File: src/rtl/ctr_block_sequencer.sv
// AES-256 CTR block sequencer: walks one counter block at a time through the
// AES core, XORs the keystream with input text and streams masked results out.
module ctr_block_sequencer #(
  parameter int unsigned CTR_WIDTH = 128,
  parameter int unsigned CNT_W     = 4
) (
  input  logic             clk,
  input  logic             rst,
  input  logic             start_i,
  input  logic [255:0]     key_i,
  input  logic [127:0]     iv_i,
  input  logic [CNT_W-1:0] num_blocks_i,
  input  logic [3:0]       last_bytes_i,
  input  logic [127:0]     in_data_i,
  input  logic             in_valid_i,
  output logic             in_ready_o,
  output logic [127:0]     out_data_o,
  output logic             out_valid_o,
  input  logic             out_ready_i,
  output logic             aes_start_o,
  output logic [255:0]     aes_key_o,
  output logic [127:0]     aes_block_in_o,
  input  logic             aes_done_i,
  input  logic [127:0]     aes_block_out_i,
  output logic             busy_o,
  output logic             done_o
);

  typedef enum logic [2:0] {
    S_IDLE, S_REQ, S_WAIT, S_XOR, S_OUT, S_DONE
  } state_t;

  // Only the low CTR_WIDTH counter bits take part in the increment.
  localparam logic [127:0] CTR_MASK =
    (CTR_WIDTH >= 128) ? '1 : ((128'd1 << CTR_WIDTH) - 128'd1);

  state_t           state_q, state_d;
  logic [255:0]     key_q, key_d;
  logic [127:0]     ctr_q, ctr_d;
  logic [CNT_W-1:0] rem_q, rem_d;
  logic [3:0]       last_q, last_d;
  logic [127:0]     ks_q, ks_d;
  logic [127:0]     out_q, out_d;
  logic [127:0]     byte_mask;
  logic [127:0]     ctr_inc;

  always_ff @(posedge clk or posedge rst) begin
    if (rst) begin
      state_q <= S_IDLE;
      key_q   <= '0;
      ctr_q   <= '0;
      rem_q   <= '0;
      last_q  <= '0;
      ks_q    <= '0;
      out_q   <= '0;
    end else begin
      state_q <= state_d;
      key_q   <= key_d;
      ctr_q   <= ctr_d;
      rem_q   <= rem_d;
      last_q  <= last_d;
      ks_q    <= ks_d;
      out_q   <= out_d;
    end
  end

  // Final-block mask: byte i (bits [127-8i -: 8]) survives only if i < last_bytes.
  always_comb begin
    byte_mask = '1;
    if ((rem_q == CNT_W'(1)) && (last_q != 4'd0)) begin
      for (int unsigned i = 0; i < 16; i++) begin
        if (i >= {28'd0, last_q}) byte_mask[127 - 8*i -: 8] = 8'h00;
      end
    end
  end

  assign ctr_inc = (ctr_q & ~CTR_MASK) | ((ctr_q + 128'd1) & CTR_MASK);

  always_comb begin
    state_d = state_q;
    key_d   = key_q;
    ctr_d   = ctr_q;
    rem_d   = rem_q;
    last_d  = last_q;
    ks_d    = ks_q;
    out_d   = out_q;

    unique case (state_q)
      S_IDLE: begin
        if (start_i) begin
          key_d   = key_i;
          ctr_d   = iv_i;
          rem_d   = num_blocks_i;
          last_d  = last_bytes_i;
          state_d = (num_blocks_i == '0) ? S_DONE : S_REQ;
        end
      end
      S_REQ:  state_d = S_WAIT;
      S_WAIT: begin
        if (aes_done_i) begin
          ks_d    = aes_block_out_i;
          state_d = S_XOR;
        end
      end
      S_XOR: begin
        if (in_valid_i) begin
          out_d   = (in_data_i ^ ks_q) & byte_mask;
          state_d = S_OUT;
        end
      end
      S_OUT: begin
        if (out_ready_i) begin
          ctr_d   = ctr_inc;
          rem_d   = rem_q - CNT_W'(1);
          state_d = (rem_q == CNT_W'(1)) ? S_DONE : S_REQ;
        end
      end
      S_DONE:  state_d = S_IDLE;
      default: state_d = S_IDLE;
    endcase
  end

  assign in_ready_o     = (state_q == S_XOR);
  assign out_valid_o    = (state_q == S_OUT);
  assign aes_start_o    = (state_q == S_REQ);
  assign done_o         = (state_q == S_DONE);
  assign busy_o         = (state_q != S_IDLE);
  assign out_data_o     = out_q;
  assign aes_key_o      = key_q;
  assign aes_block_in_o = ctr_q;

endmodule
File: config.mk
export PLATFORM = sky130hd
export DESIGN_NAME = ctr_block_sequencer
export DESIGN_NICKNAME = d
export VERILOG_FILES = /design/src/rtl/ctr_block_sequencer.sv
export SDC_FILE = /design/constraint.sdc
export NUM_CORES = 1
export LEC_CHECK = 0
export CORE_AREA = 2 2 454 456
export DETAILED_ROUTE_END_ITERATION = 8
export DIE_AREA = 0 0 456 458
export PLACE_DENSITY = 0.38
export SLEW_MARGIN = 5
export SYNTH_ARGS = -nofsm -noshare
export SYNTH_HDL_FRONTEND = slang
export SYNTH_SLANG_ARGS = --single-unit
File: constraint.sdc
create_clock -name clk -period 26.3 [get_ports clk]
set_input_delay 5.26 -clock clk [delete_from_list [all_inputs] [get_ports clk]]
set_output_delay 5.26 -clock clk [all_outputs]
set_load 0.05 [all_outputs]
After elaboration in Yosys (flattened, before gate mapping)
Cells that the tools add are included.
{ "word_totals": {"reg_bits": 651, "output_inout_bits": 517} }
{ "classes": {"addsub": 2, "magnitude_cmp": 15, "eq_ne": 10, "muxes": 29, "bitwise": 2, "n_reduce_logical": 11} }
{ "ops": {"columns": ["operator", "n"], "rows": [
  ["$mux 128", 3],
  ["$pmux 128 s2", 1],
  ["$add 128x1->128 const B", 1],
  ["$and 128x128->128", 1],
  ["$xor 128x128->128", 1],
  ["$mux 8", 15],
  ["$ge 4x4->1 const A", 7],
  ["$mux 3", 6],
  ["$ge 3x4->1 const A", 4],
  ["$pmux 3 s5", 1],
  ["$ge 1x4->1 const A", 2],
  ["$ge 2x4->1 const A", 2],
  ["$mux 4", 2],
  ["$pmux 4 s2", 1],
  ["$eq 3x2->1 const B", 2],
  ["$eq 3x3->1 const B", 2],
  ["$ne 2x2->1 const B", 3],
  ["$reduce_and 2->1", 3],
  ["$eq 4x1->1 const B", 1],
  ["$logic_not 4->1", 1],
  ["$reduce_and 4->1", 1],
  ["$reduce_bool 4->1", 1],
  ["$sub 4x1->4 const B", 1],
  ["$eq 3x1->1 const B", 1],
  ["other kinds (6)", 6]
]} }

Longest topological paths before layout
{ "depth": {"ltp_word": 4, "depth_mapped": 9} }

Worst setup path before layout
OpenSTA, ideal clock, no wires.
{ "synth_timing": {"kind": "register -> output", "from": "reg state_q[2]", "to": "out aes_start_o", "arrival_ns": 2.264, "required_ns": 21.040, "path_slack_ns": 18.776, "path_stages_with_launch": 6, "path_buffers": 4, "path_cell_list": "dfrtp_1 clkbuf_1 clkbuf_1 clkbuf_1 buf_1 nor3b_1"} }
{ "synth_between": {"elab_chain_cells": 1} }
{ "synth_lines": {"columns": ["item", "line", "rtl"], "rows": [
  ["start: declaration", "37", "state_t state_q, state_d;"],
  ["start signal: assignment", "57", "state_q <= state_d;"],
  ["$eq 3x1->1", "125", "assign aes_start_o = (state_q == S_REQ);"],
  ["end: declaration", "20", "output logic aes_start_o,"]
]} }
No other way between the ends.

Worst setup path in the final report
{ "layout_timing": {"from": "reg state_q[2]", "to": "out busy_o"} }
{ "layout_between": {"elab_chain_cells": 1} }
{ "layout_lines": {"columns": ["item", "line", "rtl"], "rows": [
  ["$reduce_bool 3->1", "127", "assign busy_o = (state_q != S_IDLE);"],
  ["end: declaration", "25", "output logic busy_o,"]
]} }
No other way between the ends.

==> reports/metrics.yaml <==
worst_setup_path:
  critPathRequiredTime_ps: 21040
  crit_path_max_incr_delay_ps: 970
  critical_path_class: "reg -> out"
  r2r-start: "state_q[0]"
  crit_arrival_ps: 3610
  critPathCaptureType: "output pin"
  r2r_cells: 10
  reg2reg_setup_slack_ps: 21710
  cp-start-kind: "register"
  setup.worst_path.end: "busy_o"
  r2r_end: "aes_block_in_o[103]"
  setup.worst_path.start: "state_q[2]"
  cp_cell_sequence: "inv_1 -> nand2_1 -> clkdlybuf4s50_1"
  cp_max_fo: 65
  cp_slowest_cell: "dfrtp_4"
synth:
  netlist_top_cells_count: "934 x nand2_1, 651 x dfrtp_1, 159 x clkbuf_1"
  async_flop_share_pct: 100.0
  synth_nets: 3811
  synthTopCellsByArea: "dfrtp_1 54%, nand2_1 12%, mux2_2 4.9%, a22o_1 2.6%, xor2_1 2.6%"
  synth.avg_cell_area_um2: 9.485
  ys_types: 71
  synth-edff-count: 0
  synth_cells: 3154
  ys_seq_area_share_pct: 54.45
  yosysMostFrequentCell: "nand2_1"
  syn_area_um2: 29920
  synth.largest_area_cell: "dfrtp_1"
  synth_top_area_share_pct: 54.45
  ys_ff_latch: 651
  yosysWarnings: 0
  synthFlopType: "dfrtp_1"
job:
  max_cap_violations: 0
grt:
  grt_pass1_vias: 29570
  antenna_found_initial: 51
  grt_max_degree: 159
  grt_pass1_wl_mm: 254.4
  grt_usage_pct: 17.30
  grt_overflow: 0
clock_tree:
  clock_sinks: 651
  cts_tree: "built"
  cts_resized: 0
  postCtsSetupRepairBufs: 0
  cts-root-buf: "clkbuf_16"
  clk_latency_ps: 730
  clockBufferDepth: 3
  clk_pin_slew_ps: 60
  cts-htree-levels: 3
  cts_buffers: 89
  cts_hold_buf: 0
power_and_ir_drop:
  pwr-share-seq_pct: 28.8
  pwr-share-comb_pct: 53.0
  ir_worst_vdd_mv: 0.06996
  p_int_mw: 3.420
  p_per_area_nw_per_um2: 146.5
  switching_share_pct: 51.16
  p_clk_share_pct: 18.1
  p_switching_mw: 3.583
  p_leak_nw: 19.59
floorplanning:
  ios: 1171
  fp.dieArea_um2: 208800
  core-area_um2: 203800
  initial_utilization_pct: 14.68
  die_h_um: 458
  row_count: 166
  die_x_um: 456
sta:
  finalClockSkew_ps: 54.29
  fmax_mhz: 112.7
  hold_violations: 0
  finalCriticalPeriod_ps: 8874
  slew_headroom_pct: 14.68
  slew_viol_final: 0
  tns_ps: 0
  worst_pin_slew_ps: 1271
  min_period_over_period_pct: 33.74
  grt_setup_unrepaired: "false"
  setup_violations: 0
place:
  placed_cells: 6885
  io_buffers: 1170
  dp_hpwl_mm: 146.5
  gp_congestion: 0.8824
cells_and_area:
  fill_cells: 22130
  fin_nets: 4945
  drive_above_1_share_pct: 8.458
  final_cells: 7051
  area_growth_pct: 59.80
drt:
  routed_wl_mm: 187.5
  vias: 29320
  final_antenna_net_count: 0
  remaining_drc_errors: 0
  initialDrtViolationCount: 2071
  viasPerCell: 4.158
  drtPass1Iterations: 9
  routedWlPerCell_um: 26.59
hold_path:
  worst_hold_path_type: "reg -> reg"
outcome:
  outcome: "complete, no violations"
power by group through the flow:
stage	logic, mW	registers, mW	clock network [mW]
after global placement	3.74	2.02	0
after detailed placement	3.75	2.02	0
after floorplan	1.05	3.10	0
final	3.71	2.02	1.27
after CTS	3.76	2.02	1.32
after global routing	3.91	2.09	1.35
state kept, by name, summed over array words and instances, names as in the netlist:
signal / count
aes_block_in_o: 128
rem_q: 4
out_data_o: 128
state_q: 3
aes_key_o: 256
last_q: 4
ks_q: 128
worst max-delay path, delay by kind of cell (launching register included):
family	cells	cell delay, ps
buffers and inverters	2	1510
DFF	1	970
and+or+nand+nor	1	410
layout make-up:
class	count	area, um2	share of cell area, %
antenna	12	30.03	0.06281
clock inverter	31	402.9	0.8428
tap	2688	3363	7.035
sequential	651	16290	34.08
clock buffer	123	2585	5.407
inverter	30	120.1	0.2513
multi-input combinational	2298	12900	26.99
timing repair buffer	1218	12110	25.32
how the worst min path moves through the flow:
| stage | from | to | slack [ps] | depth (start not counted) |
|---|---|---|---|---|
| floorplan | ks_q[10] | ks_q[10] | 500 | 1 |
| global placement | aes_key_o[244] | aes_key_o[244] | 460 | 2 |
| detailed placement | aes_key_o[244] | aes_key_o[244] | 460 | 2 |
| CTS | aes_key_o[244] | aes_key_o[244] | 480 | 2 |
| global route | aes_key_o[197] | aes_key_o[197] | 490 | 2 |
| finish | aes_key_o[203] | aes_key_o[203] | 470 | 2 |
placed cells by master, fill, tap and decap left out, types with 9 or more instances in the layout:
cell type	count
o22a_1	11
a21oi_1	113
dfrtp_1	650
nand2_1	931
diode_2	12
o32ai_1	12
inv_1	28
and4_1	18
nand2b_1	9
buf_4	46
or3_1	14
nor4_1	48
a211oi_1	24
nand3_1	91
clkbuf_1	11
clkdlybuf4s50_1	1169
or4_1	14
xor2_1	88
and2_1	13
mux2_2	129
clkbuf_16	89
and3_1	37
a311oi_1	15
a2bb2oi_1	10
a31oi_1	24
o21ai_0	96
xnor2_1	41
clkbuf_8	23
nor3_1	102
clkinv_2	14
o22ai_1	32
nand4_1	72
a22o_1	88
o21a_1	16
nor2_1	155
metal layers:
metal / vias to the layer above / share of wire (%) / global-route usage [%]
met5: - / 0.059 / 0
met4: 18 / 2.8 / 4.892
met3: 246 / 6.3 / 4.311
met2: 1133 / 50 / 30.04
met1: 14670 / 41 / 21.06
li1: 13260 / - / -
per-stage QoR:
| step | instance area (um2) | power, mW | utilization (%) | setup WS [ps] | hold WS (ps) |
|---|---|---|---|---|---|
| 4_1_cts | 47780 | 7.093 | 23.45 | 17170 | 475.8 |
| 3_5_place_dp | 44790 | 5.773 | 21.98 | 17120 | 461.2 |
| 5_1_grt | 47800 | 7.346 | 23.46 | 17190 | 487.1 |
| 2_1_floorplan | 29920 | 4.148 | - | 2799 | 501.1 |
| 3_3_place_gp | 44790 | 5.763 | 21.98 | 17130 | 456.9 |
| 6_report | 47810 | 7.003 | 23.46 | 17430 | 471.6 |
kinds of logic (layout without fill, tap and decap cells):
group | count (synthesis) | after routing | share of synthesized area (%)
buffers and inverters | 205 | 1402 | 2.601
DFF | 651 | 651 | 54.45
muxes | 135 | 135 | 5.056
adders and majority gates | 3 | 3 | 0.1255
AOI/OAI and AO/OA | 477 | 477 | 10.66
other | 0 | 12 | 0
xor gates and xnor gates | 129 | 129 | 3.777
and+or+nand+nor | 1554 | 1554 | 23.32
No activity file was read; power rests on OpenSTA's default activity.
